===== src/rtl/tile_hash_gen_pkg.sv =====
// tile_hash_pkg: shared types and helpers for the tile hash generator.
//   FNV_OFFSET / FNV_PRIME : 32-bit FNV-1a constants
//   fnv1a_step()           : one FNV-1a byte step (multiply as shift-adds)
//   hash_entry_t           : {hash, tile_index, is_text} queued per tile
package tile_hash_pkg;

   localparam logic [31:0] FNV_OFFSET = 32'h811C9DC5;
   localparam logic [31:0] FNV_PRIME  = 32'h01000193;

   typedef logic [8:0]  tile_idx_t;
   typedef logic [31:0] hash_t;

   typedef struct packed {
      hash_t     hash;
      tile_idx_t tile_index;
      logic      is_text;
   } hash_entry_t;

   typedef enum logic {IDLE, ACCUM} hg_state_t;

   // FNV_PRIME = 2^24 + 2^8 + 2^7 + 2^4 + 2^1 + 2^0, so the multiply
   // collapses to six shifted terms summed mod 2^32.
   function automatic hash_t fnv1a_step(input hash_t h, input logic [7:0] b);
      hash_t x;
      x = h ^ {24'd0, b};
      return x + (x << 1) + (x << 4) + (x << 7) + (x << 8) + (x << 24);
   endfunction

endpackage


===== src/rtl/tile_hash_gen_fifo.sv =====
// hash_out_fifo: synchronous FIFO of hash_entry_t.
//   clk, rst_n   : clock, synchronous active-low reset (contents cleared)
//   push_i/data  : enqueue request; accepted when not full or when popping
//   pop_i        : dequeue request; ignored when empty
//   head_o       : current head entry
//   full_o/empty_o
module hash_out_fifo
   import tile_hash_pkg::*;
#(
   parameter int DEPTH = 4
) (
   input  logic        clk,
   input  logic        rst_n,
   input  logic        push_i,
   input  hash_entry_t push_data_i,
   input  logic        pop_i,
   output hash_entry_t head_o,
   output logic        full_o,
   output logic        empty_o
);

   localparam int AW = $clog2(DEPTH);

   hash_entry_t     mem_q [DEPTH];
   logic [AW-1:0]   wr_ptr_q, rd_ptr_q;
   logic [AW:0]     cnt_q;
   logic            do_push, do_pop;

   assign empty_o = (cnt_q == '0);
   assign full_o  = (cnt_q == (AW+1)'(DEPTH));
   assign do_pop  = pop_i & ~empty_o;
   // A pop in the same cycle frees the slot the push lands in.
   assign do_push = push_i & (~full_o | do_pop);
   assign head_o  = mem_q[rd_ptr_q];

   always_ff @(posedge clk) begin
      if (!rst_n) begin
         wr_ptr_q <= '0;
         rd_ptr_q <= '0;
         cnt_q    <= '0;
         for (int i = 0; i < DEPTH; i++) mem_q[i] <= '0;
      end else begin
         if (do_push) begin
            mem_q[wr_ptr_q] <= push_data_i;
            wr_ptr_q        <= wr_ptr_q + 1'b1;   // power-of-two depth wraps
         end
         if (do_pop) rd_ptr_q <= rd_ptr_q + 1'b1;
         cnt_q <= cnt_q + (AW+1)'(do_push) - (AW+1)'(do_pop);
      end
   end

endmodule


===== src/rtl/tile_hash_gen.sv =====
// tile_hash_gen: FNV-1a 32-bit hash per tile of the snooper byte stream,
// queued as {hash, tile index, text flag} for the translation lookup.
//   in_valid/in_data/in_last : byte stream, no backpressure
//   in_tile_index/in_is_text : tile tags, sampled on the last byte
//   cfg_enable               : 0 ignores input and aborts any partial tile
//   cfg_text_only            : drop hashes of non-text tiles
//   out_valid/out_ready/out_*: FIFO head handshake
//   busy                     : a tile is partially accumulated
//   stat_overflow/stat_drop_count : sticky loss flag, saturating loss count
// Optional build macro TILE_HASH_LEN_CHECK_EN: tiles whose length is not
// TILE_BYTES are discarded and flagged on stat_len_err.
module tile_hash_gen
   import tile_hash_pkg::*;
#(
   parameter int OUT_DEPTH  = 4,
   parameter int TILE_BYTES = 16
) (
   input  logic        clk,
   input  logic        rst_n,
   input  logic        in_valid,
   input  logic [7:0]  in_data,
   input  logic        in_last,
   input  logic [8:0]  in_tile_index,
   input  logic        in_is_text,
   input  logic        cfg_enable,
   input  logic        cfg_text_only,
   output logic        out_valid,
   input  logic        out_ready,
   output logic [31:0] out_hash,
   output logic [8:0]  out_tile_index,
   output logic        out_is_text,
   output logic        busy,
   output logic        stat_overflow,
   output logic [15:0] stat_drop_count
`ifdef TILE_HASH_LEN_CHECK_EN
  ,output logic        stat_len_err
`endif
);

   // Byte counter saturates at 31, so the length check needs TILE_BYTES <= 30.
   if (OUT_DEPTH < 2 || (OUT_DEPTH & (OUT_DEPTH - 1)) != 0) begin : g_bad_depth
      $error("OUT_DEPTH must be a power of two >= 2");
   end
   if (TILE_BYTES < 1 || TILE_BYTES > 30) begin : g_bad_len
      $error("TILE_BYTES must be in 1..30");
   end

   hg_state_t   state_q;
   hash_t       acc_q, h_next;
   logic        accept, complete, len_bad, push, pop;
   logic        fifo_full, fifo_empty;
   logic [15:0] drop_d;
   hash_entry_t push_entry, head;

   assign accept   = in_valid & cfg_enable;
   assign complete = accept & in_last;
   // Accumulator is always re-seeded on return to IDLE, so it already holds
   // the offset basis for the first byte of a tile.
   assign h_next   = fnv1a_step(acc_q, in_data);
   assign busy     = (state_q == ACCUM);

`ifdef TILE_HASH_LEN_CHECK_EN
   logic [4:0] cnt_q, cnt_inc;
   logic       len_err_q;

   assign cnt_inc = (cnt_q == 5'd31) ? cnt_q : cnt_q + 5'd1;
   assign len_bad = (cnt_inc != 5'(TILE_BYTES));
   assign stat_len_err = len_err_q;

   always_ff @(posedge clk) begin
      if (!rst_n) begin
         cnt_q     <= '0;
         len_err_q <= 1'b0;
      end else begin
         if (!cfg_enable || complete) cnt_q <= '0;
         else if (accept)             cnt_q <= cnt_inc;
         // Flag both a short/long completed tile and an overrun still in flight.
         if (complete && len_bad) len_err_q <= 1'b1;
         if (accept && !in_last && cnt_inc > 5'(TILE_BYTES)) len_err_q <= 1'b1;
      end
   end
`else
   assign len_bad = 1'b0;
`endif

   // FSM: any state returns to IDLE on the last byte or on disable.
   always_ff @(posedge clk) begin
      if (!rst_n) begin
         state_q <= IDLE;
         acc_q   <= FNV_OFFSET;
      end else if (!cfg_enable || complete) begin
         state_q <= IDLE;
         acc_q   <= FNV_OFFSET;
      end else if (accept) begin
         state_q <= ACCUM;
         acc_q   <= h_next;
      end
   end

   assign push = complete & ~(cfg_text_only & ~in_is_text) & ~len_bad;
   assign pop  = out_valid & out_ready;
   assign push_entry = '{hash: h_next, tile_index: in_tile_index, is_text: in_is_text};

   hash_out_fifo #(.DEPTH(OUT_DEPTH)) u_fifo (
      .clk         (clk),
      .rst_n       (rst_n),
      .push_i      (push),
      .push_data_i (push_entry),
      .pop_i       (pop),
      .head_o      (head),
      .full_o      (fifo_full),
      .empty_o     (fifo_empty)
   );

   assign out_valid      = ~fifo_empty;
   assign out_hash       = head.hash;
   assign out_tile_index = head.tile_index;
   assign out_is_text    = head.is_text;

   assign drop_d = (stat_drop_count == 16'hFFFF) ? stat_drop_count : stat_drop_count + 16'd1;

   always_ff @(posedge clk) begin
      if (!rst_n) begin
         stat_overflow   <= 1'b0;
         stat_drop_count <= '0;
      end else if (push && fifo_full && !pop) begin
         stat_overflow   <= 1'b1;
         stat_drop_count <= drop_d;
      end
   end

endmodule


===== config.mk =====
export PLATFORM = sky130hd
export DESIGN_NAME = tile_hash_gen
export DESIGN_NICKNAME = d
export VERILOG_FILES = /design/src/rtl/tile_hash_gen_pkg.sv /design/src/rtl/tile_hash_gen_fifo.sv /design/src/rtl/tile_hash_gen.sv
export SDC_FILE = /design/constraint.sdc
export NUM_CORES = 1
export LEC_CHECK = 0
export ABC_AREA = 1
export BUFFER_PORTS_ARGS = -buffer_cell sky130_fd_sc_hd__buf_2
export CAP_MARGIN = 20
export CELL_PAD_IN_SITES_DETAIL_PLACEMENT = 1
export CELL_PAD_IN_SITES_GLOBAL_PLACEMENT = 2
export CORE_MARGIN = 1.5
export CORE_UTILIZATION = 38
export DETAILED_ROUTE_END_ITERATION = 8
export PLACE_DENSITY_LB_ADDON = 0.2
export SLEW_MARGIN = 10
export SYNTH_ARGS = -nofsm -noshare
export SYNTH_HDL_FRONTEND = slang
export SYNTH_HIERARCHICAL = 1
export SYNTH_SLANG_ARGS = --single-unit

===== constraint.sdc =====
create_clock -name clk -period 6.87 [get_ports clk]
set_input_delay 2.061 -clock clk [delete_from_list [all_inputs] [get_ports clk]]
set_output_delay 2.061 -clock clk [all_outputs]
set_load 0.01 [all_outputs]

Yosys cells after proc, flatten, opt, wreduce, memory -nomap -nowiden --
Memories as Yosys holds them, arrays and structs flattened. A register that Yosys moved wholly into a read port is not among the register bits. Cells that the tools add are included.
Storage, ports and cells: flip-flop bits (word level) 57, memory bits (writable) 168, input bits 25, output and inout bits 61, logic and storage cells 53, memories kept 1
Memory list:
- u_fifo.mem_q | words 4, width 42, read ports 1, clocked after Yosys merged registers in 1, write ports 4, line tile_hash_gen_fifo.sv:24 | hash_entry_t mem_q [DEPTH];
Operators by class: add/sub/neg operators 10, equal/unequal tests 2, mux-type cells 9, bitwise gates (word level) 15, reductions and logical operators 9
Operators by type and width (count):
- 32-bit adder | 5
- 42-bit two-way mux | 1
- 42-bit OR reduction | 1
- 32-bit by 8-bit XOR with 32-bit output | 1
- 16-bit by 1-bit adder with 16-bit output (second input constant) | 1
- 16-bit == test (second input constant) | 1
- 1-bit bitwise AND | 7
- 2-bit two-way mux | 3
- 1-bit NOT | 6
- 1-bit two-way mux | 5
- 2-bit by 1-bit adder with 2-bit output (second input constant) | 2
- 3-bit by 1-bit adder with 3-bit output | 1
- 3-bit == test (second input constant) | 1
- 3-bit zero test | 1
- 3-bit by 1-bit subtractor with 3-bit output | 1
- 1-bit logical AND | 2
- 1-bit zero test | 2
- 2-bit AND reduction | 1
- 2-bit OR reduction | 1
- 1-bit logical OR | 1
- 1-bit bitwise OR | 1

Logic depth before layout (Yosys ltp) --
depth after elaboration 11, mapped depth 22, mapped depth without buffers 22

By module --
Netlist, hierarchy kept.
By module, submodules not included:
- hash_out_fifo | times used 1, cells each 739, area an instance 7727.4 um^2, seq. area each 5225.0 um^2
- tile_hash_gen | times used 1, cells each 1011, area an instance 6951.7 um^2, seq. area each 1001.0 um^2

Worst setup path before layout --
OpenSTA, ideal clock, no wires.
path type input -> register, start in out_ready, end mem u_fifo/mem_q[0][0] in the netlist's numbering (enable), library setup time 0.500 ns, arrival time 5.678 ns, required time 6.370 ns, setup slack 0.692 ns, stages 6, buffers on the path 0, cell sequence inv_1 -> nor2_1 -> inv_1 -> nand3_2 -> nand4_2 -> o21ai_0
RTL lines:
- start, declared | line tile_hash_gen.sv:28 | input logic out_ready,
- end, declared | line tile_hash_gen_fifo.sv:24

==> out/summary.txt <==
Clk slew on worst S/H paths - 0.06 ns
Outcome - completed
Reg-to-Reg Start - acc_q[2]$_SDFFE_PP1P_
Synth-to-Final Area Change - 12.9%
Post-route ant nets - 0
Worst reg2reg setup slack - 2.41 ns
Period utilisation layout - 82.5%
Mapped cell area - 14700 µm²
Row count - 71
Synth Warn # - 6
DRT iter0 DRCs - 415
Area occupied by multi-input gates - 6810 µm²
Die Width - 200 µm
Synth top area share - 34.4%
Hold Path Depth - 2
Placed cell areas - 15700 µm²
Pin count of the biggest net entering global routing - 85
Post-synth EDFFs - 168
XOR/XNOR Fraction of Synth Area - 2.19%
CTS Sinks - 227
First-pass GRT wire length - 69.7 mm
Wire length per cell - 19.0 µm
CP delay by family, top - adder cells
Post-synthesis mux area share - 0%
Global Route met1 Usage - 29.6%
Via/cell ratio - 4.92
Post-synth top flop - edfxtp_1
Top cells by area, synth - edfxtp_1 34%, fa_1 11%, inv_1 9.4%, nand2_1 8.4%, dfxtp_1 8.0%
Min-Delay Path Class - reg2reg
Fin crit period - 5.67 ns
Critical path type - in2reg
Vias in the first global route - 12400
Slowest CP cell - fa_1
Hold Buf Count CTS - 0
Worst vdd ir - 0.000212 V
Initial antenna violation count - 0
Pins Over Slew Limit - 0
CTS tree - built
Crit-path max FO - 4
DRT Pass-1 Iters - 4
Worst skew pair latency - 0.58 ns
Simple logic cell fraction of the synthesized area - 20.2%
Worst EP arrival - 6.09 ns
TNS Setup - 0 ns
CP cell instances - buf_2 -> xor2_1 -> inv_1 -> fa_1 -> inv_1 -> fa_1 -> inv_1 -> fa_1 -> inv_1 -> ha_1 -> nand2_1 -> nor2_2 -> nand3_1 -> nand3_1 -> xor2_1 -> nand2_1 -> nor2_1
WHS Endpoint - stat_overflow$_SDFFE_PN0P_
Final Cell Area - 16600 µm²
Net Count, Synth - 1915
Initial core utilization - 38.8%
Clk root buf - clkbuf_16
Cell taking the most area after synthesis - edfxtp_1
Clock buffer count from CTS - 27
F_max - 176 MHz
RSZ-0062 raised after global routing - no
Required @ worst endpoint - 7.29 ns
DPL Wire Length - 32.3 mm
Synthesized area per cell - 8.39 µm²
Final Wtd Congestion - 0.845
Crit path largest cell delay - 0.53 ns
Seq/Total Area, Yosys - 42.4%
Setup violators final - 0
FF/Latch Area - 6230 µm²
Met2 Resource Use GR - 41.6%
Die ar. - 39800 µm²
H-tree depth - 1
Total Power Consumption - 6520 µW
Buf/Inv on CP - 5
GR peak layer - met2
Post CTS Setup Buffer Count - 0
Number of synthesized register bits - 227
Final WL - 44.8 mm
Layout cell share with drive strength beyond 1 - 10.3%
Clock skew - 0.0227 ns
Largest family of logic cells by synthesized area - simple AND/OR/NAND/NOR gates
Cell leakage power - 0.00803 µW
Worst path most repeated cell - inv_1
IO Pins - 86
Post-CTS resize count - 0
Synth Area in Adders - 16.0%
Worst-margin pin slew - 0.934 ns
DIE HEIGHT - 200 µm
# placed instances - 2310
I/O Buffers - 85
Library cells used by synthesis - 45
Syn Inst Count - 1750
Met3 usage - 2.57%
FFs w/ async S/R, synth - 0%
GRT Util Overall - 23.1%
Total gr overflow - 0
Power density cells - 393 nW/µm²
Hold wc startpoint - stat_overflow$_SDFFE_PN0P_
Synth Area in Compound Gates - 7.69%
Core area - 37800 µm²
N_diodes - 0
Fin. Hold Viols - 0
Clock buffer depth - 3
Layout Nets - 1993
Total of max-cap violations - 0
Reg-to-reg endpoint - u_fifo/mem_q[1][24]$_SDFFCE_PN0P_
Layout fillers - 4534
Post-route insts no fill - 2360
Slew headroom - 37.5%
Reg2reg path depth - 16
DRC - 0
CP Launch Type - input port
Via count - 11600
Crit end category - flip-flop
-- kinds of logic (layout without fill, tap and decap cells) --
group                    after synthesis  after routing
AND/OR/NAND/NOR                      707            707
buffers and inverters                433            532
flip-flops                           227            227
AO/OA/AOI/OAI                        208            208
adder cells (fa/ha/maj)              140            140
XOR/XNOR                              35             35
-- flip-flops by register name, indices dropped and copies added (netlist names), named ones only --
signal,count
acc_q,32
u_fifo/rd_ptr_q,2
stat_overflow,1
u_fifo/cnt_q,3
u_fifo/mem_q,168
u_fifo/wr_ptr_q,2
busy,1
stat_drop_count,16
-- power breakdown --
group / total, µW / switching, µW / internal, µW
Clock: 1450 / 590 / 861
Combinational: 3490 / 2420 / 1070
Sequential: 1580 / 30.0 / 1550
Total: 6520 / 3040 / 3490
-- area by class of cell --
| cell class | count | area share (%) |
|---|---|---|
| tap | 511 | 3.86 |
| inverter | 373 | 8.46 |
| timing repair buffer | 109 | 3.65 |
| sequential | 227 | 37.6 |
| multi-input combinational | 1090 | 41.0 |
| clock buffer | 39 | 4.68 |
| clock inverter | 11 | 0.732 |
-- layout by cell type (no fill, tap or decap), drive strengths merged, types with 10 or more instances in the layout --
| cell type | netlist | routed |
|---|---|---|
| nand3 | 64 | 64 |
| fa | 79 | 79 |
| buf | 26 | 109 |
| a21oi | 49 | 49 |
| edfxtp | 168 | 168 |
| o22ai | 42 | 42 |
| clkinv | 1 | 10 |
| nand2 | 332 | 332 |
| dfxtp | 59 | 59 |
| nor2 | 240 | 240 |
| xnor2 | 12 | 12 |
| ha | 61 | 61 |
| xor2 | 23 | 23 |
| inv | 372 | 372 |
| nor3 | 49 | 49 |
| nand4 | 11 | 11 |
| clkbuf | 34 | 39 |
| o21ai | 104 | 104 |
-- metal layers --
metal | routed length, µm | part of all wire, %
met3 | 1200 | 2.7
met1 | 20500 | 46
met5 | 0 | 0
met4 | 886 | 2.0
met2 | 22300 | 50
-- cells in the mapped netlist (2+ instances only) --
master,number
nand4_1,10
a21o_1,2
nor3_2,2
nor2_1,229
or2_2,2
o21ai_1,2
nor2_2,9
inv_1,368
o211ai_1,6
buf_6,2
and2_1,4
buf_4,8
o22ai_1,42
fa_1,79
clkbuf_1,34
inv_2,3
o21ai_0,102
a21oi_1,48
xor2_2,2
nand2_1,328
ha_1,61
edfxtp_1,168
nand3_1,60
o21bai_1,3
buf_2,16
xor2_1,21
xnor2_1,12
nand2_2,3
or2_1,2
dfxtp_1,59
nor3_1,46
nand3_2,4
-- stage by stage --
| stage | setup slack, ns | hold slack [ns] | util (%) |
|---|---|---|---|
| floorplan | 0.692 | 0.453 | - |
| global placement | 0.734 | 0.454 | 41.4 |
| detailed placement | 0.611 | 0.455 | 41.4 |
| CTS | 1.20 | 0.470 | 43.8 |
| global route | 0.926 | 0.505 | 43.8 |
| finish | 1.20 | 0.463 | 43.8 |
-- tightest hold or removal path, cell delays in order, from the launching register on --
cell,delay (ns)
dfxtp_1,0.32
nor2_1,0.05
nor2_1,0.06
-- worst max path at each step --
stage | startpoint | endpoint | cells after the start
floorplan | out_ready | u_fifo/mem_q[0][0]$_SDFFCE_PN0P_ | 6
global placement | in_data[2] | u_fifo/mem_q[2][34]$_SDFFCE_PN0P_ | 19
detailed placement | in_data[2] | u_fifo/mem_q[1][24]$_SDFFCE_PN0P_ | 17
CTS | in_data[2] | u_fifo/mem_q[0][40]$_SDFFCE_PN0P_ | 20
global route | in_data[2] | u_fifo/mem_q[0][40]$_SDFFCE_PN0P_ | 20
finish | in_data[2] | u_fifo/mem_q[1][24]$_SDFFCE_PN0P_ | 17
Note: power is estimated with default switching activity, not from simulation.
